===== src/rtl/uart_pkg.sv =====
// Shared types and helpers for the UART transmit path.
package uart_pkg;

    localparam int unsigned UART_DATA_BITS = 8;

    typedef enum logic [1:0] {
        IDLE  = 2'd0,
        START = 2'd1,
        DATA  = 2'd2,
        STOP  = 2'd3
    } uart_tx_state_t;

    // Truncated clock cycles per serial bit.
    function automatic int clks_per_bit(input int clk_hz, input int baud);
        return clk_hz / baud;
    endfunction

endpackage


===== src/rtl/uart_tx_fifo_serializer_if.sv =====
// Byte stream handshake between upstream register logic and the UART TX FIFO.
interface uart_tx_fifo_serializer_if;
    import uart_pkg::*;

    logic                      s_valid;
    logic [UART_DATA_BITS-1:0] s_data;
    logic                      s_ready;

    modport master (output s_valid, output s_data, input  s_ready);
    modport slave  (input  s_valid, input  s_data, output s_ready);

endinterface


===== src/rtl/uart_byte_fifo.sv =====
// First-word fall-through byte FIFO; rdata is valid whenever empty is low.
module uart_byte_fifo
    import uart_pkg::*;
#(
    parameter int unsigned DEPTH = 8
) (
    input  logic                      clk,
    input  logic                      rst_n,
    input  logic                      push,
    input  logic                      pop,
    input  logic [UART_DATA_BITS-1:0] wdata,
    output logic [UART_DATA_BITS-1:0] rdata,
    output logic [$clog2(DEPTH):0]    level,
    output logic                      full,
    output logic                      empty
);

    localparam int unsigned AW = $clog2(DEPTH);
    localparam int unsigned LW = AW + 1;

    if ((DEPTH < 2) || ((DEPTH & (DEPTH - 1)) != 0)) begin : g_err_depth
        $error("uart_byte_fifo: DEPTH must be a power of 2 and at least 2");
    end

    logic [UART_DATA_BITS-1:0] r_mem [DEPTH];
    logic [AW-1:0]             r_wptr;
    logic [AW-1:0]             r_rptr;
    logic [LW-1:0]             r_level;
    logic                      w_push;
    logic                      w_pop;

    // Guards keep a full push or empty pop from corrupting pointers.
    assign w_push = push && !full;
    assign w_pop  = pop && !empty;

    always_ff @(posedge clk) begin
        if (w_push) begin
            r_mem[r_wptr] <= wdata;
        end
    end

    always_ff @(posedge clk or negedge rst_n) begin
        if (!rst_n) begin
            r_wptr  <= '0;
            r_rptr  <= '0;
            r_level <= '0;
        end else begin
            if (w_push) begin
                r_wptr <= r_wptr + AW'(1);
            end
            if (w_pop) begin
                r_rptr <= r_rptr + AW'(1);
            end
            case ({w_push, w_pop})
                2'b10:   r_level <= r_level + LW'(1);
                2'b01:   r_level <= r_level - LW'(1);
                default: r_level <= r_level;
            endcase
        end
    end

    assign rdata = r_mem[r_rptr];
    assign level = r_level;
    assign full  = (r_level == LW'(DEPTH));
    assign empty = (r_level == '0);

endmodule


===== src/rtl/uart_tx_fifo_serializer.sv =====
// UART transmitter: byte FIFO feeding an 8N1/8N2 serializer, LSB first, idle-high line.
module uart_tx_fifo_serializer
    import uart_pkg::*;
#(
    parameter int unsigned CLK_FREQ_HZ = 50_000_000,
    parameter int unsigned BAUD_RATE   = 115200,
    parameter int unsigned FIFO_DEPTH  = 8,
    parameter int unsigned STOP_BITS   = 1
) (
    input  logic                         clk,
    input  logic                         rst_n,
    uart_tx_fifo_serializer_if.slave     s_if,
    output logic                         tx,
    output logic                         busy,
    output logic [$clog2(FIFO_DEPTH):0]  fifo_level
);

    localparam int unsigned CLKS_PER_BIT = unsigned'(clks_per_bit(int'(CLK_FREQ_HZ), int'(BAUD_RATE)));
    localparam int unsigned CNT_W        = (CLKS_PER_BIT < 2) ? 1 : $clog2(CLKS_PER_BIT);
    localparam int unsigned BIT_W        = $clog2(UART_DATA_BITS);
    localparam int unsigned LVL_W        = $clog2(FIFO_DEPTH) + 1;

    localparam logic [CNT_W-1:0] CNT_RELOAD = CNT_W'(CLKS_PER_BIT - 1);
    localparam logic [BIT_W-1:0] BIT_LAST   = BIT_W'(UART_DATA_BITS - 1);
    localparam logic             STOP_LAST  = 1'(STOP_BITS - 1);

    localparam logic [1:0] ST_IDLE  = 2'(IDLE);
    localparam logic [1:0] ST_START = 2'(START);
    localparam logic [1:0] ST_DATA  = 2'(DATA);
    localparam logic [1:0] ST_STOP  = 2'(STOP);

    if (CLKS_PER_BIT < 2) begin : g_err_baud
        $error("uart_tx_fifo_serializer: CLK_FREQ_HZ / BAUD_RATE must be at least 2");
    end
    if ((STOP_BITS != 1) && (STOP_BITS != 2)) begin : g_err_stop
        $error("uart_tx_fifo_serializer: STOP_BITS must be 1 or 2");
    end

    logic [1:0]                r_state;
    logic [CNT_W-1:0]          r_cnt;
    logic [BIT_W-1:0]          r_bit_idx;
    logic                      r_stop_idx;
    logic [UART_DATA_BITS-1:0] r_shift;
    logic                      r_tx;

    logic [1:0]                w_state_nxt;
    logic [CNT_W-1:0]          w_cnt_nxt;
    logic [BIT_W-1:0]          w_bit_nxt;
    logic                      w_stop_nxt;
    logic [UART_DATA_BITS-1:0] w_shift_nxt;
    logic                      w_tx_nxt;
    logic                      w_cnt_done;

    logic                      w_push;
    logic                      w_pop;
    logic [UART_DATA_BITS-1:0] w_rdata;
    logic [LVL_W-1:0]          w_level;
    logic                      w_full;
    logic                      w_empty;

    // Ready decodes only the registered level, so s_valid never reaches s_ready.
    assign s_if.s_ready = !w_full;
    assign w_push       = s_if.s_valid && !w_full;

    uart_byte_fifo #(
        .DEPTH (FIFO_DEPTH)
    ) u_fifo (
        .clk   (clk),
        .rst_n (rst_n),
        .push  (w_push),
        .pop   (w_pop),
        .wdata (s_if.s_data),
        .rdata (w_rdata),
        .level (w_level),
        .full  (w_full),
        .empty (w_empty)
    );

    assign w_cnt_done = (r_cnt == '0);

    // Next-state logic; a pop happens only on entry to START.
    always_comb begin
        w_state_nxt = r_state;
        w_cnt_nxt   = r_cnt;
        w_bit_nxt   = r_bit_idx;
        w_stop_nxt  = r_stop_idx;
        w_shift_nxt = r_shift;
        w_pop       = 1'b0;
        w_tx_nxt    = 1'b1;

        case (r_state)
            ST_IDLE: begin
                if (!w_empty) begin
                    w_pop       = 1'b1;
                    w_state_nxt = ST_START;
                    w_cnt_nxt   = CNT_RELOAD;
                    w_shift_nxt = w_rdata;
                end
            end
            ST_START: begin
                if (w_cnt_done) begin
                    w_state_nxt = ST_DATA;
                    w_cnt_nxt   = CNT_RELOAD;
                    w_bit_nxt   = '0;
                end else begin
                    w_cnt_nxt = r_cnt - CNT_W'(1);
                end
            end
            ST_DATA: begin
                if (w_cnt_done) begin
                    w_cnt_nxt   = CNT_RELOAD;
                    w_shift_nxt = {1'b0, r_shift[UART_DATA_BITS-1:1]};
                    if (r_bit_idx == BIT_LAST) begin
                        w_state_nxt = ST_STOP;
                        w_stop_nxt  = 1'b0;
                    end else begin
                        w_bit_nxt = r_bit_idx + BIT_W'(1);
                    end
                end else begin
                    w_cnt_nxt = r_cnt - CNT_W'(1);
                end
            end
            ST_STOP: begin
                if (w_cnt_done) begin
                    if (r_stop_idx == STOP_LAST) begin
                        // Chain straight into the next start bit when data is waiting.
                        if (!w_empty) begin
                            w_pop       = 1'b1;
                            w_state_nxt = ST_START;
                            w_cnt_nxt   = CNT_RELOAD;
                            w_shift_nxt = w_rdata;
                        end else begin
                            w_state_nxt = ST_IDLE;
                        end
                    end else begin
                        w_stop_nxt = r_stop_idx + 1'b1;
                        w_cnt_nxt  = CNT_RELOAD;
                    end
                end else begin
                    w_cnt_nxt = r_cnt - CNT_W'(1);
                end
            end
            default: begin
                w_state_nxt = ST_IDLE;
            end
        endcase

        if (w_state_nxt == ST_START) begin
            w_tx_nxt = 1'b0;
        end else if (w_state_nxt == ST_DATA) begin
            w_tx_nxt = w_shift_nxt[0];
        end else begin
            w_tx_nxt = 1'b1;
        end
    end

    always_ff @(posedge clk or negedge rst_n) begin
        if (!rst_n) begin
            r_state    <= ST_IDLE;
            r_cnt      <= '0;
            r_bit_idx  <= '0;
            r_stop_idx <= 1'b0;
            r_shift    <= '0;
            r_tx       <= 1'b1;
        end else begin
            r_state    <= w_state_nxt;
            r_cnt      <= w_cnt_nxt;
            r_bit_idx  <= w_bit_nxt;
            r_stop_idx <= w_stop_nxt;
            r_shift    <= w_shift_nxt;
            r_tx       <= w_tx_nxt;
        end
    end

    assign tx         = r_tx;
    assign busy       = (r_state != ST_IDLE) || (w_level != '0);
    assign fifo_level = w_level;

endmodule


===== src/flat_wrapper.sv =====
// flat-port wrapper written by rule: the top's interface ports become plain ports
module uart_tx_fifo_serializer_flat import uart_pkg::*;
#(
    parameter int unsigned CLK_FREQ_HZ = 50_000_000,
    parameter int unsigned BAUD_RATE   = 115200,
    parameter int unsigned FIFO_DEPTH  = 8,
    parameter int unsigned STOP_BITS   = 1
)
  (clk, rst_n, tx, busy, fifo_level, s_if_s_valid, s_if_s_data, s_if_s_ready);
  uart_tx_fifo_serializer_if s_if_i ();
  input  logic clk;
  input  logic rst_n;
  output logic tx;
  output logic busy;
  output logic [$clog2(FIFO_DEPTH):0] fifo_level;
  input wire logic [$bits(s_if_i.s_valid)-1:0] s_if_s_valid;
  input wire logic [$bits(s_if_i.s_data)-1:0] s_if_s_data;
  output wire logic [$bits(s_if_i.s_ready)-1:0] s_if_s_ready;
  assign s_if_i.s_valid = s_if_s_valid;
  assign s_if_i.s_data = s_if_s_data;
  assign s_if_s_ready = s_if_i.s_ready;
  uart_tx_fifo_serializer #(.CLK_FREQ_HZ(CLK_FREQ_HZ), .BAUD_RATE(BAUD_RATE), .FIFO_DEPTH(FIFO_DEPTH), .STOP_BITS(STOP_BITS)) u_core (.clk(clk), .rst_n(rst_n), .s_if(s_if_i), .tx(tx), .busy(busy), .fifo_level(fifo_level));
endmodule

===== config.mk =====
export PLATFORM = sky130hd
export DESIGN_NAME = uart_tx_fifo_serializer_flat
export DESIGN_NICKNAME = d
export VERILOG_FILES = /design/src/rtl/uart_pkg.sv /design/src/rtl/uart_tx_fifo_serializer_if.sv /design/src/rtl/uart_byte_fifo.sv /design/src/rtl/uart_tx_fifo_serializer.sv /design/src/flat_wrapper.sv
export SDC_FILE = /design/constraint.sdc
export NUM_CORES = 1
export LEC_CHECK = 0
export ABC_CLOCK_PERIOD_IN_PS = 4850
export BUFFER_PORTS_ARGS = -buffer_cell sky130_fd_sc_hd__buf_2
export CAP_MARGIN = 20
export CORE_MARGIN = 4
export CORE_UTILIZATION = 59
export CTS_CLUSTER_DIAMETER = 120
export DETAILED_ROUTE_END_ITERATION = 8
export MAX_ROUTING_LAYER = met4
export PLACE_DENSITY = 0.77
export SLEW_MARGIN = 30
export SYNTH_ARGS = -nofsm -noshare
export SYNTH_HDL_FRONTEND = slang
export SYNTH_HIERARCHICAL = 1
export SYNTH_SLANG_ARGS = --single-unit

===== constraint.sdc =====
create_clock -name clk -period 4.85 [get_ports clk]
set_input_delay 0.485 -clock clk [delete_from_list [all_inputs] [get_ports clk]]
set_output_delay 0.485 -clock clk [all_outputs]
set_load 0.01 [all_outputs]

* Yosys cells after proc, flatten, opt, wreduce, memory -nomap -nowiden
Memory sizes are Yosys's and may differ from the RTL's.
Index checks and enable logic that the tools add are counted.
** Operators by class
- $add $sub $neg :: 7
- Multiply operators :: 0
- Divide/modulo/power cells :: 0
- Order comparisons :: 0
- Equal/unequal tests :: 15
- Shift-type cells :: 0
- Multiplexer cells :: 36
- Bitwise logic cells :: 0
- Reductions and logical operators :: 19
** Operator list (number)
- 9-bit 2-to-1 mux :: 4
- 8-bit 2-to-1 mux :: 4
- 9-bit case mux with 3 select lines :: 1
- 8-bit case mux with 3 select lines :: 1
- 1-bit 2-to-1 mux :: 12
- 2-bit 2-to-1 mux :: 6
- 4-bit AND reduction :: 3
- 3-bit by 1-bit adder with 3-bit output, second input constant :: 3
- 9-bit zero test :: 1
- 3-bit 2-to-1 mux :: 3
- 9-bit by 1-bit subtractor with 9-bit output, second input constant :: 1
- 2-bit == test, second input constant :: 4
- 2-bit by 1-bit != test with 1-bit output, second input constant :: 4
- 2-bit case mux with 4 select lines :: 1
- 4-bit case mux with 2 select lines :: 1
- 2-bit nonzero test :: 4
- 2-bit by 1-bit == test with 1-bit output, second input constant :: 3
- 3-bit case mux with 2 select lines :: 1
- 4-bit by 1-bit adder with 4-bit output, second input constant :: 1
- 4-bit == test, second input constant :: 1
- 4-bit zero test :: 1
- 2-bit != test, second input constant :: 2
- 1-bit case mux with 2 select lines :: 2
- 4-bit nonzero test :: 1
- other kinds (9) :: 12
** Word-level totals
- Register bits after elaboration :: 34
- Bits in latches :: 0
- Bits in writable memories :: 64
- ROM bits :: 0
- Bits of input ports :: 11
- Output and inout bits :: 7
- Word-level logic and storage cells :: 88
- Memories kept :: 1
** Memory list
- u_core.u_fifo.r_mem :: depth 8, bits a word 8, rd ports 1, clocked after Yosys merged registers in 0, write ports 1, line uart_byte_fifo.sv:25 : logic [UART_DATA_BITS-1:0] r_mem [DEPTH];

* Depth between registers and ports, before layout
- Depth in word-level cells :: 8
- Mapped depth :: 13
- Depth with buffers taken out :: 13

* By module
The synthesis kept the hierarchy.
** By module, submodules not included
- uart_byte_fifo :: instances 1, cells each 160, area an instance 3124.2 sq um, sequential area each 2172.1 sq um
- uart_tx_fifo_serializer :: instances 1, cells each 173, area an instance 1554.0 sq um, sequential area each 576.8 sq um

* Worst setup path after synthesis
Ideal clock, no wire load.
- Kind :: flip-flop to flip-flop
- Start point :: register u_core.r_cnt[0]
- End point :: register u_core.u_fifo.r_level[3] (netlist: u_core/u_fifo/level[3])
- Setup time :: 0.134 ns
- Arrival :: 3.203 ns
- Required time :: 4.716 ns
- Path slack :: 1.513 ns
- Stages on the path, launching flop included :: 14
- Buffers on the path :: 0
- Clock period less this slack :: 3.337 ns
- Path through :: dfrtp_1 -> inv_1 -> ha_1 -> or4b_1 -> nor2_4 -> a21oi_1 -> nor3_1 -> o41ai_1 -> inv_1 -> ha_1 -> ha_1 -> or4b_2 -> o311ai_0 -> o211ai_1
** Between the ends
- Longest elaborated chain between the ends :: 6
- Elaborated cells between the ends (all ways) :: 8
- Those cells by class :: eq/ne (2); mux (3); reduce/logical (3)
** RTL lines
- start: declaration :: line uart_tx_fifo_serializer.sv:40 : logic [CNT_W-1:0] r_cnt;
- start signal: assignment :: line uart_tx_fifo_serializer.sv:167 : r_cnt <= w_cnt_nxt;
- 9-bit zero test * :: line uart_tx_fifo_serializer.sv:79 : assign w_cnt_done = (r_cnt == '0);
- 1-bit 2-to-1 mux * :: line uart_tx_fifo_serializer.sv:124 : if (w_cnt_done) begin
- 1-bit case mux with 2 select lines * :: line uart_tx_fifo_serializer.sv:91 : case (r_state)
- via u_core.w_pop :: line uart_tx_fifo_serializer.sv:55 : logic w_pop;
- 1-bit logical AND * :: line uart_byte_fifo.sv:34 : assign w_pop = pop && !empty;
- via u_core.u_fifo.w_pop :: line uart_byte_fifo.sv:30 : logic w_pop;
- 2-bit by 1-bit == test with 1-bit output / 2-bit == test (equally long branches) :: line uart_byte_fifo.sv:54 : case ({w_push, w_pop})
- 4-bit case mux with 2 select lines / 2-bit nonzero test (equally long branches)
- end signal: assignment :: line uart_byte_fifo.sv:55 : 2'b10: r_level <= r_level + LW'(1);
- end signal: assignment :: line uart_byte_fifo.sv:56 : 2'b01: r_level <= r_level - LW'(1);
- end signal: assignment :: line uart_byte_fifo.sv:57 : default: r_level <= r_level;
- end: declaration :: line uart_byte_fifo.sv:28 : logic [LW-1:0] r_level;
The timed path passes the listed nets; every way through them passes the cells marked *.
A chain may end at the register's enable or synchronous reset.

* Worst setup path after layout
Same ends and word-level chain as after synthesis.

==> metrics.csv <==
stage,metric,value,unit
floorplanning,IO Count,18,
setup_path,crit path kind,flop to flop,
routing,WL final,8309,microns
job,Max Cap Viol,0,
sta,Pins Over Slew Limit,0,
grt,aggregate global-route resource usage,19.12,%
routing,via count,2799,
floorplanning,effective utilization at floorplan,60.54,%
yosys,"top cells by area, synth","edfxtp_1 (41%), dfrtp_1 (17%), mux4_1 (9.0%)",
final_layout,"commonest cells after routing, fill and taps aside","edfxtp_1 (64), dfrtp_1 (32), nand2_1 (25)",
sta,min cycle time layout,3.995,ns
yosys,Yosys reg bits,97,
final_layout,fraction of layout cells with a size suffix above 1,16.34,%
grt,grt total ovfl,0,
sta,Slew headroom,37.40,%
yosys,yosys warns,6,
clock_tree,Max clock buf depth,2,
sta,Fmax achieved,250.3,MHz
clock_tree,PostCTS Resize Cnt,0,
place,pre-CTS setup slack,0.8602,ns
power,total power,1.919,mW
grt,largest net degree at the start of global routing,34,
power,power per cell area,381.1,mW/mm^2
clock_tree,clk slew on worst S/H paths,0.10,ns
setup_path,Critical Path AT,4.23,ns
sta,Worst Tran Pin Value,0.9356,ns
routing,Initial DRC Count,133,
final_layout,fin nets,376,
grt,first-pass GRT wire length,13970,microns
power,Int Pwr,1.381,mW
sta,Clock Skew,0.007592,ns
place,DP Wirelength,5535,microns
clock_tree,CTS root buffer,clkbuf_8,
yosys,synthesized area,0.004678,sq mm
sta,Tcrit/Tclk final,82.38,%
yosys,top-area cell type share of the netlist area,41.08,%
power,Seq pwr share,55.7,%
final_layout,"leading cell type in the layout, fill and taps excluded",edfxtp_1,
setup_path,"Req. time, crit path",5.08,ns
power,highest ir drop seen on vdd,275.2,uV
setup_path,CP Capture Type,flop,
grt,antenna violations before repair,0,
worst_hold_path,Worst Hold Class,input port to async pin,
floorplanning,die height,97.05,microns
place,dpl cell area,0.004832,sq mm
final_layout,synth-to-layout area growth,7.649,%
clock_tree,H-tree level count,3,
setup_path,crit start category,flop,
sta,final hold slack,0.2035,ns
final_layout,final non-filler cell total,457,
sta,RSZ-0062 raised after global routing,false,
setup_path,R2R setup slack,0.85,ns
power,Clk pwr share,27.7,%
clock_tree,Setup Buffers After CTS,0,
yosys,"EDFF count, synth",64,
yosys,asr flop ratio synth,34.02,%
yosys,sequential cell area fraction in the yosys report,58.76,%
routing,routed len/inst,18.18,microns
floorplanning,Rows,32,
floorplanning,die width,97.05,microns
yosys,Post-Synthesis Cells,333,
yosys,Most used DFF post-synth,edfxtp_1,
yosys,Avg Inst Size Synth,14.05,sq um
place,GP Congestion,0.8671,
clock_tree,Clock Latency Late Sink,0.35,ns
setup_path,R2R Path Start,u_core/r_cnt[0],
final_layout,final design utilization,65.17,%
final_layout,number of fill cells,549,
place,I/O Buffers,17,
power,Sw Pwr,0.5377,mW
setup_path,worst-path fanout max,11,
sta,count of final setup violators,0,
grt,number of global-route vias before repair,2808,
place,Placed Cells,441,
power,Switching Fraction,28.02,%
clock_tree,Inserted Clock Buffers,9,
routing,drt first pass iters,5,
floorplanning,die area,0.009418,sq mm
yosys,Yosys cell types,60,
sta,final setup TNS,0,ns
setup_path,Reg-to-Reg End,u_core/u_fifo/level[3],
yosys,Syn Nets,359,
routing,Routed Antenna Nets,0,
final_layout,post-route design area,0.005036,sq mm
setup_path,R2R depth,13,
sta,Setup WS post-layout,0.8547,ns
clock_tree,CTS tree,yes,
clock_tree,hold_buf cts,0,
final_layout,ant diodes,0,
status,status,completed,
routing,DR DRC count,0,
sta,Final Hold Fails,0,
power,Leakage,1.875,nW
clock_tree,Sink Count,97,
routing,via count normalized by instance count,6.125,
floorplanning,floorplan core area,0.007727,sq mm
power,combinational power share,16.6,%
yosys,top cell type by total area after synthesis,edfxtp_1,
## metal layers
metal  vias up  wire length, microns  GRT usage (%)
li1       1322                     -              -
met1      1400                  3712          24.80
met2        66                  4185          30.36
met3        11                   295          3.749
met4         0                   116          6.803
met5         -                     0              -
## cell families (layout without fill, tap and decap cells)
| kind of cell | Yosys count | count (layout) | share of synthesized area [%] |
|---|---|---|---|
| flip-flops | 97 | 97 | 58.76 |
| AND/OR/NAND/NOR | 79 | 79 | 8.799 |
| AO/OA/AOI/OAI | 72 | 72 | 10.78 |
| multiplexers | 34 | 34 | 13.21 |
| buffers and inverters | 30 | 52 | 3.156 |
| adder cells (fa/ha/maj) | 15 | 15 | 4.172 |
| XOR/XNOR | 6 | 6 | 1.123 |
## worst max path at each step
| stage | start | endpoint | slack, ns | cells past startpoint |
|---|---|---|---|---|
| 2_1_floorplan | u_core/r_cnt[0] | u_core/u_fifo/level[3] | 1.51 | 13 |
| 3_3_place_gp | u_core/r_cnt[0] | u_core/u_fifo/level[3] | 1.05 | 13 |
| 3_5_place_dp | u_core/r_cnt[0] | u_core/u_fifo/level[3] | 0.86 | 13 |
| 4_1_cts | u_core/r_cnt[0] | u_core/u_fifo/level[3] | 0.84 | 13 |
| 5_1_grt | u_core/r_cnt[0] | u_core/u_fifo/level[3] | 0.54 | 13 |
| 6_report | u_core/r_cnt[0] | u_core/u_fifo/level[3] | 0.85 | 13 |
## critical path, cell delays in order, from the launching register on
cell and delay [ns]:
dfrtp_1 0.38, inv_1 0.11, ha_1 0.19, or4b_1 0.55
nor2_4 0.30, a21oi_1 0.30, nor3_1 0.23, o41ai_1 0.17
inv_1 0.12, ha_1 0.30, ha_1 0.33, or4b_2 0.65
o311ai_0 0.13, o211ai_1 0.13
## power by group through the flow
stage          Sequential (mW)  Combinational [mW]  Clock, mW
6_report                  1.07               0.318      0.532
5_1_grt                   1.08               0.353      0.581
2_1_floorplan             1.07               0.214          0
3_5_place_dp              1.09               0.322          0
4_1_cts                   1.07               0.322      0.545
3_3_place_gp              1.08               0.310          0
## synth_stat cells, types with 7 or more instances
library cell / n
o21ai_1: 7
o21ai_0: 18
mux4_1: 16
nor3_1: 8
a22o_1: 12
a21oi_1: 9
dfrtp_1: 32
mux2_2: 10
mux2i_1: 7
nand2_1: 25
ha_1: 14
edfxtp_1: 64
nor2_1: 18
inv_1: 16
## cell type report
cell class	instances	area, sq um	share of cell area (%)
Inverter	16	60.06	1.193
Multi-Input combinational cell	206	1788	35.50
Timing Repair Buffer	20	107.6	2.137
Clock buffer	10	127.6	2.534
Tap cell	102	127.6	2.534
Clock inverter	6	76.32	1.516
Sequential cell	97	2749	54.58
## sequential cells by signal (all words and copies together), names as in the netlist
name and cells:
u_core/r_bit_idx 3, u_core/tx 1, u_core/u_fifo/r_wptr 3, u_core/u_fifo/level 4, u_core/r_state 2, u_core/r_shift 8
u_core/u_fifo/r_mem 64, u_core/u_fifo/r_rptr 3, u_core/r_cnt 9
Power figures use the tool's default switching activity.
